[config.mk]
export PLATFORM = sky130hd
export DESIGN_NAME = base_router_flat
export DESIGN_NICKNAME = d
export VERILOG_FILES = /design/src/rtl/base_router_pkg.sv /design/src/rtl/base_router_if.sv /design/src/rtl/br_in_fifo.sv /design/src/rtl/base_router.sv /design/src/flat_wrapper.sv
export SDC_FILE = /design/constraint.sdc
export NUM_CORES = 1
export LEC_CHECK = 0
export BUFFER_PORTS_ARGS = -buffer_cell sky130_fd_sc_hd__buf_2
export CAP_MARGIN = 10
export CORE_MARGIN = 2
export CORE_UTILIZATION = 45
export DETAILED_ROUTE_END_ITERATION = 10
export REMOVE_ABC_BUFFERS = 1
export SYNTH_ARGS = -nofsm -noshare
export SYNTH_HDL_FRONTEND = slang
export SYNTH_SLANG_ARGS = --single-unit
[constraint.sdc]
create_clock -name clk -period 14.52 [get_ports clk]
set_input_delay 2.904 -clock clk [delete_from_list [all_inputs] [get_ports clk]]
set_output_delay 2.904 -clock clk [all_outputs]
set_load 0.03 [all_outputs]
[src/rtl/base_router_pkg.sv]
// Shared types and helpers for the 5-port XY mesh router tile.
// Port numbering, header field positions, XY route decision and round-robin pick.
package base_router_pkg;

  localparam int NP     = 5;
  localparam int FLIT_W = 32;

  localparam int DEST_X_MSB = 31;
  localparam int DEST_X_LSB = 28;
  localparam int DEST_Y_MSB = 27;
  localparam int DEST_Y_LSB = 24;

  typedef enum logic [2:0] {
    P_EAST  = 3'd0,
    P_NORTH = 3'd1,
    P_WEST  = 3'd2,
    P_SOUTH = 3'd3,
    P_LOCAL = 3'd4
  } port_e;

  typedef logic [FLIT_W-1:0] flit_t;

  typedef struct packed {
    logic  hit;
    port_e idx;
  } rr_pick_t;

  // Dimension-order routing: resolve X first, then Y, otherwise deliver locally.
  function automatic port_e xy_route(input flit_t pkt, input logic [3:0] x, input logic [3:0] y);
    logic [3:0] destX;
    logic [3:0] destY;
    destX = pkt[DEST_X_MSB:DEST_X_LSB];
    destY = pkt[DEST_Y_MSB:DEST_Y_LSB];
    if (destX > x)      return P_EAST;
    else if (destX < x) return P_WEST;
    else if (destY > y) return P_NORTH;
    else if (destY < y) return P_SOUTH;
    else                return P_LOCAL;
  endfunction

  // Round-robin pick: the requester nearest after 'last' wins; 'last' itself ranks lowest.
  // Scanning far-to-near lets the nearest hit overwrite earlier ones.
  function automatic rr_pick_t rr_pick(input logic [NP-1:0] req, input port_e last);
    rr_pick_t   r;
    int         cand;
    logic [2:0] c3;
    r.hit = 1'b0;
    r.idx = last;
    for (int k = NP; k >= 1; k--) begin
      cand = (int'(last) + k) % NP;
      c3   = 3'(cand);
      if (req[c3]) begin
        r.hit = 1'b1;
        r.idx = port_e'(c3);
      end
    end
    return r;
  endfunction

endpackage

[src/rtl/base_router_if.sv]
// Per-port handshake bundle of the router tile: upstream req/gnt/full in, downstream req/gnt/full out.
// 'slave' is the router side, 'master' is the surrounding mesh / testbench.
interface base_router_if;
  logic        eastReqUpStr,  northReqUpStr,  westReqUpStr,  southReqUpStr,  localReqUpStr;
  logic        eastDnStrFull, northDnStrFull, westDnStrFull, southDnStrFull, localDnStrFull;
  logic        eastGntDnStr,  northGntDnStr,  westGntDnStr,  southGntDnStr,  localGntDnStr;
  logic [31:0] eastPacketIn,  northPacketIn,  westPacketIn,  southPacketIn,  localPacketIn;
  logic        eastReqDnStr,  northReqDnStr,  westReqDnStr,  southReqDnStr,  localReqDnStr;
  logic        eastUpStrFull, northUpStrFull, westUpStrFull, southUpStrFull, localUpStrFull;
  logic        eastGntUpStr,  northGntUpStr,  westGntUpStr,  southGntUpStr,  localGntUpStr;
  logic [31:0] eastPacketOut, northPacketOut, westPacketOut, southPacketOut, localPacketOut;

  modport slave (
    input  eastReqUpStr,  northReqUpStr,  westReqUpStr,  southReqUpStr,  localReqUpStr,
    input  eastDnStrFull, northDnStrFull, westDnStrFull, southDnStrFull, localDnStrFull,
    input  eastGntDnStr,  northGntDnStr,  westGntDnStr,  southGntDnStr,  localGntDnStr,
    input  eastPacketIn,  northPacketIn,  westPacketIn,  southPacketIn,  localPacketIn,
    output eastReqDnStr,  northReqDnStr,  westReqDnStr,  southReqDnStr,  localReqDnStr,
    output eastUpStrFull, northUpStrFull, westUpStrFull, southUpStrFull, localUpStrFull,
    output eastGntUpStr,  northGntUpStr,  westGntUpStr,  southGntUpStr,  localGntUpStr,
    output eastPacketOut, northPacketOut, westPacketOut, southPacketOut, localPacketOut
  );

  modport master (
    output eastReqUpStr,  northReqUpStr,  westReqUpStr,  southReqUpStr,  localReqUpStr,
    output eastDnStrFull, northDnStrFull, westDnStrFull, southDnStrFull, localDnStrFull,
    output eastGntDnStr,  northGntDnStr,  westGntDnStr,  southGntDnStr,  localGntDnStr,
    output eastPacketIn,  northPacketIn,  westPacketIn,  southPacketIn,  localPacketIn,
    input  eastReqDnStr,  northReqDnStr,  westReqDnStr,  southReqDnStr,  localReqDnStr,
    input  eastUpStrFull, northUpStrFull, westUpStrFull, southUpStrFull, localUpStrFull,
    input  eastGntUpStr,  northGntUpStr,  westGntUpStr,  southGntUpStr,  localGntUpStr,
    input  eastPacketOut, northPacketOut, westPacketOut, southPacketOut, localPacketOut
  );
endinterface

[src/rtl/br_in_fifo.sv]
// Single-clock DEPTH x 32 input FIFO with a first-word-fall-through head.
// The owner guarantees wrEn only when not full and rdEn only when not empty.
module br_in_fifo
  import base_router_pkg::*;
#(
  parameter int unsigned DEPTH = 4
) (
  input  logic  clk,
  input  logic  rst,
  input  logic  wrEn,
  input  flit_t wrData,
  input  logic  rdEn,
  output flit_t rdData,
  output logic  full,
  output logic  empty
);
  localparam int unsigned AW = $clog2(DEPTH);
  localparam logic [AW:0] FULL_CNT = DEPTH[AW:0];

  flit_t         mem [DEPTH];
  logic [AW-1:0] wrPtr;
  logic [AW-1:0] rdPtr;
  logic [AW:0]   count;

  // NOTE: the storage array has no reset; pointers and count alone define emptiness,
  // so the array can map onto reset-less flops or RAM.
  always_ff @(posedge clk) begin
    if (wrEn) mem[wrPtr] <= wrData;
  end

  // NOTE: sequential state uses non-blocking assignments so every flop samples pre-edge values.
  always_ff @(posedge clk or negedge rst) begin
    if (!rst) begin
      wrPtr <= '0;
      rdPtr <= '0;
      count <= '0;
    end else begin
      if (wrEn) wrPtr <= wrPtr + 1'b1;
      if (rdEn) rdPtr <= rdPtr + 1'b1;
      case ({wrEn, rdEn})
        2'b10:   count <= count + 1'b1;
        2'b01:   count <= count - 1'b1;
        default: count <= count;
      endcase
    end
  end

  assign full   = (count == FULL_CNT);
  assign empty  = (count == '0);
  assign rdData = mem[rdPtr];

endmodule

[src/rtl/base_router.sv]
// 5-port XY mesh router tile: per-input FIFOs, per-output round-robin arbiter and output register.
// A head flit moves from its FIFO into a free output register in a single edge.
module base_router
  import base_router_pkg::*;
#(
  parameter int unsigned x     = 1,
  parameter int unsigned y     = 1,
  parameter int unsigned DEPTH = 4
) (
  input logic          clk,
  input logic          rst,
  base_router_if.slave bus
);
  localparam logic [3:0] X_C = 4'(x);
  localparam logic [3:0] Y_C = 4'(y);

  logic [NP-1:0] reqUpStr, dnStrFull, gntDnStr;
  logic [NP-1:0] reqDnStr, upStrFull, gntUpStr;
  flit_t         packetIn  [NP];
  flit_t         packetOut [NP];

  flit_t         head  [NP];
  logic [NP-1:0] empty;
  logic [NP-1:0] pop;
  port_e         route [NP];
  logic [NP-1:0][NP-1:0] grant;   // grant[output][input]

  assign reqUpStr  = {bus.localReqUpStr,  bus.southReqUpStr,  bus.westReqUpStr,  bus.northReqUpStr,  bus.eastReqUpStr};
  assign dnStrFull = {bus.localDnStrFull, bus.southDnStrFull, bus.westDnStrFull, bus.northDnStrFull, bus.eastDnStrFull};
  assign gntDnStr  = {bus.localGntDnStr,  bus.southGntDnStr,  bus.westGntDnStr,  bus.northGntDnStr,  bus.eastGntDnStr};

  assign packetIn[P_EAST]  = bus.eastPacketIn;
  assign packetIn[P_NORTH] = bus.northPacketIn;
  assign packetIn[P_WEST]  = bus.westPacketIn;
  assign packetIn[P_SOUTH] = bus.southPacketIn;
  assign packetIn[P_LOCAL] = bus.localPacketIn;

  // Full is sampled from state before any same-cycle pop; reset also forces the grant low.
  assign gntUpStr = reqUpStr & ~upStrFull & {NP{rst}};

  for (genvar i = 0; i < NP; i++) begin : g_in
    br_in_fifo #(.DEPTH(DEPTH)) u_fifo (
      .clk    (clk),
      .rst    (rst),
      .wrEn   (gntUpStr[i]),
      .wrData (packetIn[i]),
      .rdEn   (pop[i]),
      .rdData (head[i]),
      .full   (upStrFull[i]),
      .empty  (empty[i])
    );
  end

  // NOTE: every always_comb output gets a default first, so no path can infer a latch.
  always_comb begin
    for (int i = 0; i < NP; i++) route[i] = P_LOCAL;
    for (int i = 0; i < NP; i++) route[i] = xy_route(head[i], X_C, Y_C);
  end

  // Each input targets exactly one output, so at most one grant per input can be set.
  always_comb begin
    pop = '0;
    for (int o = 0; o < NP; o++) pop = pop | grant[o];
  end

  for (genvar o = 0; o < NP; o++) begin : g_out
    logic          outValid;
    flit_t         outData;
    logic          outFree;
    logic          xfer;
    logic [NP-1:0] cand;
    logic [NP-1:0] win;
    port_e         lastWin;
    rr_pick_t      pick;

    assign xfer    = outValid & gntDnStr[o] & ~dnStrFull[o];
    assign outFree = ~outValid | xfer;

    always_comb begin
      cand = '0;
      win  = '0;
      for (int i = 0; i < NP; i++) begin
        cand[i] = outFree & ~empty[i] & (route[i] == port_e'(o));
      end
      pick = rr_pick(cand, lastWin);
      for (int i = 0; i < NP; i++) begin
        win[i] = pick.hit & (pick.idx == port_e'(i));
      end
    end

    assign grant[o] = win;

    always_ff @(posedge clk or negedge rst) begin
      if (!rst) begin
        outValid <= 1'b0;
        outData  <= '0;
        lastWin  <= P_EAST;
      end else if (pick.hit) begin
        outValid <= 1'b1;
        outData  <= head[pick.idx];
        lastWin  <= pick.idx;
      end else if (xfer) begin
        outValid <= 1'b0;
      end
    end

    assign reqDnStr[o]  = outValid;
    assign packetOut[o] = outData;
  end

  assign bus.eastReqDnStr   = reqDnStr[P_EAST];
  assign bus.northReqDnStr  = reqDnStr[P_NORTH];
  assign bus.westReqDnStr   = reqDnStr[P_WEST];
  assign bus.southReqDnStr  = reqDnStr[P_SOUTH];
  assign bus.localReqDnStr  = reqDnStr[P_LOCAL];

  assign bus.eastUpStrFull  = upStrFull[P_EAST];
  assign bus.northUpStrFull = upStrFull[P_NORTH];
  assign bus.westUpStrFull  = upStrFull[P_WEST];
  assign bus.southUpStrFull = upStrFull[P_SOUTH];
  assign bus.localUpStrFull = upStrFull[P_LOCAL];

  assign bus.eastGntUpStr   = gntUpStr[P_EAST];
  assign bus.northGntUpStr  = gntUpStr[P_NORTH];
  assign bus.westGntUpStr   = gntUpStr[P_WEST];
  assign bus.southGntUpStr  = gntUpStr[P_SOUTH];
  assign bus.localGntUpStr  = gntUpStr[P_LOCAL];

  assign bus.eastPacketOut  = packetOut[P_EAST];
  assign bus.northPacketOut = packetOut[P_NORTH];
  assign bus.westPacketOut  = packetOut[P_WEST];
  assign bus.southPacketOut = packetOut[P_SOUTH];
  assign bus.localPacketOut = packetOut[P_LOCAL];

endmodule

[src/flat_wrapper.sv]
// flat-port wrapper written by rule: the top's interface ports become plain ports
module base_router_flat import base_router_pkg::*;
#(
  parameter int unsigned x     = 1,
  parameter int unsigned y     = 1,
  parameter int unsigned DEPTH = 4
)
  (clk, rst, bus_eastReqUpStr, bus_northReqUpStr, bus_westReqUpStr, bus_southReqUpStr, bus_localReqUpStr, bus_eastDnStrFull, bus_northDnStrFull, bus_westDnStrFull, bus_southDnStrFull, bus_localDnStrFull, bus_eastGntDnStr, bus_northGntDnStr, bus_westGntDnStr, bus_southGntDnStr, bus_localGntDnStr, bus_eastPacketIn, bus_northPacketIn, bus_westPacketIn, bus_southPacketIn, bus_localPacketIn, bus_eastReqDnStr, bus_northReqDnStr, bus_westReqDnStr, bus_southReqDnStr, bus_localReqDnStr, bus_eastUpStrFull, bus_northUpStrFull, bus_westUpStrFull, bus_southUpStrFull, bus_localUpStrFull, bus_eastGntUpStr, bus_northGntUpStr, bus_westGntUpStr, bus_southGntUpStr, bus_localGntUpStr, bus_eastPacketOut, bus_northPacketOut, bus_westPacketOut, bus_southPacketOut, bus_localPacketOut);
  base_router_if bus_i ();
  input logic clk;
  input logic rst;
  input wire logic [$bits(bus_i.eastReqUpStr)-1:0] bus_eastReqUpStr;
  input wire logic [$bits(bus_i.northReqUpStr)-1:0] bus_northReqUpStr;
  input wire logic [$bits(bus_i.westReqUpStr)-1:0] bus_westReqUpStr;
  input wire logic [$bits(bus_i.southReqUpStr)-1:0] bus_southReqUpStr;
  input wire logic [$bits(bus_i.localReqUpStr)-1:0] bus_localReqUpStr;
  input wire logic [$bits(bus_i.eastDnStrFull)-1:0] bus_eastDnStrFull;
  input wire logic [$bits(bus_i.northDnStrFull)-1:0] bus_northDnStrFull;
  input wire logic [$bits(bus_i.westDnStrFull)-1:0] bus_westDnStrFull;
  input wire logic [$bits(bus_i.southDnStrFull)-1:0] bus_southDnStrFull;
  input wire logic [$bits(bus_i.localDnStrFull)-1:0] bus_localDnStrFull;
  input wire logic [$bits(bus_i.eastGntDnStr)-1:0] bus_eastGntDnStr;
  input wire logic [$bits(bus_i.northGntDnStr)-1:0] bus_northGntDnStr;
  input wire logic [$bits(bus_i.westGntDnStr)-1:0] bus_westGntDnStr;
  input wire logic [$bits(bus_i.southGntDnStr)-1:0] bus_southGntDnStr;
  input wire logic [$bits(bus_i.localGntDnStr)-1:0] bus_localGntDnStr;
  input wire logic [$bits(bus_i.eastPacketIn)-1:0] bus_eastPacketIn;
  input wire logic [$bits(bus_i.northPacketIn)-1:0] bus_northPacketIn;
  input wire logic [$bits(bus_i.westPacketIn)-1:0] bus_westPacketIn;
  input wire logic [$bits(bus_i.southPacketIn)-1:0] bus_southPacketIn;
  input wire logic [$bits(bus_i.localPacketIn)-1:0] bus_localPacketIn;
  output wire logic [$bits(bus_i.eastReqDnStr)-1:0] bus_eastReqDnStr;
  output wire logic [$bits(bus_i.northReqDnStr)-1:0] bus_northReqDnStr;
  output wire logic [$bits(bus_i.westReqDnStr)-1:0] bus_westReqDnStr;
  output wire logic [$bits(bus_i.southReqDnStr)-1:0] bus_southReqDnStr;
  output wire logic [$bits(bus_i.localReqDnStr)-1:0] bus_localReqDnStr;
  output wire logic [$bits(bus_i.eastUpStrFull)-1:0] bus_eastUpStrFull;
  output wire logic [$bits(bus_i.northUpStrFull)-1:0] bus_northUpStrFull;
  output wire logic [$bits(bus_i.westUpStrFull)-1:0] bus_westUpStrFull;
  output wire logic [$bits(bus_i.southUpStrFull)-1:0] bus_southUpStrFull;
  output wire logic [$bits(bus_i.localUpStrFull)-1:0] bus_localUpStrFull;
  output wire logic [$bits(bus_i.eastGntUpStr)-1:0] bus_eastGntUpStr;
  output wire logic [$bits(bus_i.northGntUpStr)-1:0] bus_northGntUpStr;
  output wire logic [$bits(bus_i.westGntUpStr)-1:0] bus_westGntUpStr;
  output wire logic [$bits(bus_i.southGntUpStr)-1:0] bus_southGntUpStr;
  output wire logic [$bits(bus_i.localGntUpStr)-1:0] bus_localGntUpStr;
  output wire logic [$bits(bus_i.eastPacketOut)-1:0] bus_eastPacketOut;
  output wire logic [$bits(bus_i.northPacketOut)-1:0] bus_northPacketOut;
  output wire logic [$bits(bus_i.westPacketOut)-1:0] bus_westPacketOut;
  output wire logic [$bits(bus_i.southPacketOut)-1:0] bus_southPacketOut;
  output wire logic [$bits(bus_i.localPacketOut)-1:0] bus_localPacketOut;
  assign bus_i.eastReqUpStr = bus_eastReqUpStr;
  assign bus_i.northReqUpStr = bus_northReqUpStr;
  assign bus_i.westReqUpStr = bus_westReqUpStr;
  assign bus_i.southReqUpStr = bus_southReqUpStr;
  assign bus_i.localReqUpStr = bus_localReqUpStr;
  assign bus_i.eastDnStrFull = bus_eastDnStrFull;
  assign bus_i.northDnStrFull = bus_northDnStrFull;
  assign bus_i.westDnStrFull = bus_westDnStrFull;
  assign bus_i.southDnStrFull = bus_southDnStrFull;
  assign bus_i.localDnStrFull = bus_localDnStrFull;
  assign bus_i.eastGntDnStr = bus_eastGntDnStr;
  assign bus_i.northGntDnStr = bus_northGntDnStr;
  assign bus_i.westGntDnStr = bus_westGntDnStr;
  assign bus_i.southGntDnStr = bus_southGntDnStr;
  assign bus_i.localGntDnStr = bus_localGntDnStr;
  assign bus_i.eastPacketIn = bus_eastPacketIn;
  assign bus_i.northPacketIn = bus_northPacketIn;
  assign bus_i.westPacketIn = bus_westPacketIn;
  assign bus_i.southPacketIn = bus_southPacketIn;
  assign bus_i.localPacketIn = bus_localPacketIn;
  assign bus_eastReqDnStr = bus_i.eastReqDnStr;
  assign bus_northReqDnStr = bus_i.northReqDnStr;
  assign bus_westReqDnStr = bus_i.westReqDnStr;
  assign bus_southReqDnStr = bus_i.southReqDnStr;
  assign bus_localReqDnStr = bus_i.localReqDnStr;
  assign bus_eastUpStrFull = bus_i.eastUpStrFull;
  assign bus_northUpStrFull = bus_i.northUpStrFull;
  assign bus_westUpStrFull = bus_i.westUpStrFull;
  assign bus_southUpStrFull = bus_i.southUpStrFull;
  assign bus_localUpStrFull = bus_i.localUpStrFull;
  assign bus_eastGntUpStr = bus_i.eastGntUpStr;
  assign bus_northGntUpStr = bus_i.northGntUpStr;
  assign bus_westGntUpStr = bus_i.westGntUpStr;
  assign bus_southGntUpStr = bus_i.southGntUpStr;
  assign bus_localGntUpStr = bus_i.localGntUpStr;
  assign bus_eastPacketOut = bus_i.eastPacketOut;
  assign bus_northPacketOut = bus_i.northPacketOut;
  assign bus_westPacketOut = bus_i.westPacketOut;
  assign bus_southPacketOut = bus_i.southPacketOut;
  assign bus_localPacketOut = bus_i.localPacketOut;
  base_router #(.x(x), .y(y), .DEPTH(DEPTH)) u_core (.clk(clk), .rst(rst), .bus(bus_i));
endmodule
==> run summary <==
The share of the synthesized area in the top cell type was 0.417. The most used flip-flop cell after synthesis is edfxtp_1. The maximum number of pins on one net before global-route repair was 66; the wire length of the first global-routing pass was 211 mm.

TritonCTS built the clock tree. Counting the buffers created by CTS gives 90. Initial antenna violation count: 11. Global-route usage over all layers: 0.274. After synthesis, the most frequently instantiated cells are edfxtp_1 (640), nand2_1 (266), a21oi_1 (254).

Share of final-layout standard cells stronger than drive strength 1: 0.215. The area overhead of the layout relative to synthesis works out to 13.4%. The run gives 3 as the number of buffers on the longest clock path. For this run, design rule violations remaining after detail routing come to 0. The total vias in the final route is 33100, and the clock-pin slew on the worst setup and hold paths is 0.06 ns. The count of flip-flops with a built-in enable after synthesis is 640, and the number of nets still failing antenna checks after routing is 0.

Type of the tightest min-delay check: flip-flop to flip-flop. For the pin with the worst max-slew slack, the measured transition is 1.19 ns. The logs give 0 for the count of pins over their slew limit and 0 for the number of warnings reported in the yosys synthesis log. The cell seen most often among critical-path stages was ha_1.

Summed over all nets, the half-perimeter wirelength after detailed placement is 104 mm. After floorplanning, the core was divided into 117 placement rows. The stage delay of the slowest cell on the critical path is 0.81 ns, and the achievable frequency is 0.125 GHz. The logs give 0.203 for the headroom to the max-slew limit and 0.534 for the proportion of synthesized chip area in sequential cells.

The final hold violation count came out at 0. The logs give 15.09 ns for the data required time of the worst path and 0 for the total global routing overflow. The tools report the count of boundary I/O pins as 352. The H-tree generated during clock tree synthesis spans 3 levels.

In this run the standard cell core region covers 102000 um2. By area the synthesized netlist is led by edfxtp_1 (42%), dfrtp_1 (12%), mux4_2 (8.0%), ha_1 (4.2%), mux2i_1 (4.1%). The count of buffers added by post-CTS timing repair for setup came out at 0. The critical path buffer and inverter count was 4. Counting every sink on the clock net gives 855. For the global placer's final weighted congestion, the log shows 0.941. The arrival time of data at the critical path endpoint is 8.59 ns, and the detail-routed net length per standard cell is 26.7 um. The number of setup violations in the final report is 0. The share of flip-flops with an asynchronous set or reset was 0.251. The number of buffers added to fix hold violations after cts came out at 0. The synthesized area is 46100 um2, and the number of unique standard cell types used by synthesis is 114. Count of buffers inserted at the top-level ports: 351. Dominant cell by count in the synthesized netlist: edfxtp_1. After synthesis the netlist holds a flip-flop and latch count of 855. The cell family contributing the most delay on the critical path is compound AO/OA/AOI/OAI gates. The net count of the finished layout is 4359.

The largest total area in the synthesized netlist belongs to edfxtp_1. The number of maximum-capacitance constraint violations is 0, and the via density per instance is 6.04. The critical path class was flip-flop to flip-flop. The logs give 146 mm for the aggregate routed wire length and 3401 for the detailed router's first-iteration violation count. CTS placed an instance of clkbuf_16 at the clock tree root.

The run finished with clean final reports. Before antenna repair, the detailed router went through 5 iterations. The final period utilization was 0.552; the via count of the first global-routing pass was 31300.

The tools report the post-synthesis instance total as 3732. The die area is 105000 um2. The slowest stage of the critical path belongs to the cell a221oi_1. The overall die width was 324 um. Clock latency on the worst-skew pair, taken at its later pin, is 0.68 ns. After synthesis, the mean cell area works out to 12.3 um2.

The tools report the final clock skew as 0.0456 ns. STA classifies the critical path endpoint as a flip-flop. The vertical extent of the die works out to 324 um.

Setup repair after global routing left no endpoint under its margin. For the post-cts repair resize count, the log shows 0. The tools report the startpoint class of the critical path as a flip-flop. The initial cell density of the core is 0.453. The largest fanout on the critical path was 45. For the finished layout, the period the worst path requires is 8.02 ns. For the setup total negative slack, the log shows 0 ns.
cell usage in the layout, fill, tap and decap left out, drive strengths merged, types with 11 or more instances in the layout:
| cell | instances |
|---|---|
| edfxtp | 640 |
| buf | 415 |
| nand2 | 267 |
| a21oi | 255 |
| nor2 | 230 |
| dfrtp | 215 |
| mux2i | 190 |
| inv | 177 |
| mux4 | 164 |
| ha | 153 |
| o21ai | 130 |
| clkbuf | 122 |
| o22ai | 69 |
| a31oi | 68 |
| mux2 | 67 |
| a22oi | 59 |
| nand3 | 57 |
| xnor2 | 53 |
| o21a | 53 |
| nor3 | 53 |
| and3 | 48 |
| and2 | 45 |
| nand2b | 41 |
| o211ai | 41 |
| clkinv | 31 |
| o221ai | 30 |
| xor2 | 29 |
| or3 | 27 |
| a211oi | 23 |
| nor4 | 23 |
| nor2b | 22 |
| nand4 | 18 |
| or2 | 18 |
| nor3b | 17 |
| o31ai | 15 |
| nand3b | 15 |
| a21boi | 12 |
| o22a | 11 |
per-stage QoR:
stage                      util  cells  hold WS (ns)  area [um2]  setup slack [ns]
final                     0.514   5475         0.471       52300              6.50
after global routing      0.514   5471         0.481       52200              5.95
after CTS                 0.514   5467         0.470       52200              6.63
after detailed placement  0.484   5299         0.449       49100              6.56
after global placement    0.484   5299         0.454       49100              6.63
after floorplan               -   3516         0.457       45100              4.02
flip-flops by register name, summed over array words and instances (netlist names):
name and cells:
u_core.g_in.u_fifo.wrPtr 10, u_core.bus.southPacketOut 32, u_core.g_in.u_fifo.mem 640, u_core.bus.localPacketOut 32
u_core.g_in.u_fifo.count 15, u_core.g_out.lastWin 15, u_core.bus.westReqDnStr 1, u_core.bus.localReqDnStr 1
u_core.g_in.u_fifo.rdPtr 10, u_core.bus.eastPacketOut 32, u_core.bus.southReqDnStr 1, u_core.bus.eastReqDnStr 1
u_core.bus.westPacketOut 32, u_core.bus.northReqDnStr 1, u_core.bus.northPacketOut 32
path summary, 6_finish.rpt:
check | from | to | slack (ns) | cells past startpoint
setup / recovery | u_core.g_out[2].lastWin[0] | u_core.g_in[3].u_fifo.count[2] | 6.50 | 27
hold / removal | u_core.bus.southPacketOut[28] | u_core.bus.southPacketOut[28] | 0.47 | 1
setup reg to reg | u_core.g_out[2].lastWin[0] | u_core.g_in[3].u_fifo.count[2] | 6.50 | 27
hold reg to reg | u_core.bus.southPacketOut[28] | u_core.bus.southPacketOut[28] | 0.47 | 1
max in group asynchronous | rst | u_core.g_in[2].u_fifo.rdPtr[0] | 10.41 | 3
min in group asynchronous | rst | u_core.bus.westReqDnStr | 2.17 | 1
worst reg2reg max path, stage by stage, from the launching register on:
cell and delay [ns]:
dfrtp_1 0.35, buf_4 0.31, ha_1 0.41, xor2_1 0.73, ha_1 0.35, nor2_1 0.08, a21oi_1 0.38, xnor2_1 0.21
ha_1 0.25, nand2b_1 0.11, a221oi_1 0.81, o31ai_1 0.21, and2_1 0.21, o21ai_0 0.19, a21boi_1 0.10, nor4_1 0.52
nor2_4 0.07, buf_4 0.30, inv_2 0.79, nand3b_1 0.19, o211ai_1 0.16, or3_1 0.19, ha_1 0.18, inv_1 0.06
fa_1 0.37, xor2_1 0.15, nor2_1 0.11, xor2_1 0.15
layout make-up:
class	instances	area, um2
clock inverter	46	539
inverter	178	668
multi-input combinational	2483	19900
sequential	855	24600
timing repair buffer	415	2250
clock buffer	122	2550
antenna	8	20.0
fill	8856	49300
tap	1368	1710
cell families (layout without fill, tap and decap cells):
group,Yosys count,in the layout,share of synthesized area
muxes,421,421,0.138
other,0,8,0
DFF,855,855,0.534
AOI/OAI and AO/OA,884,884,0.127
adders and majority gates,159,159,0.0442
xor gates and xnor gates,82,82,0.0158
buffers and inverters,394,761,0.0362
and+or+nand+nor,937,937,0.105
per-layer routing:
metal,global-route usage,part of all wire,vias up
li1,-,-,14900
met1,0.365,0.40,16500
met2,0.426,0.46,1464
met3,0.0646,0.091,237
met4,0.125,0.046,4
met5,0,0.00014,-
Power is left out: the tool's default activity adds up to more than one toggle a clock period on the data nets, which glitch-free logic cannot reach.
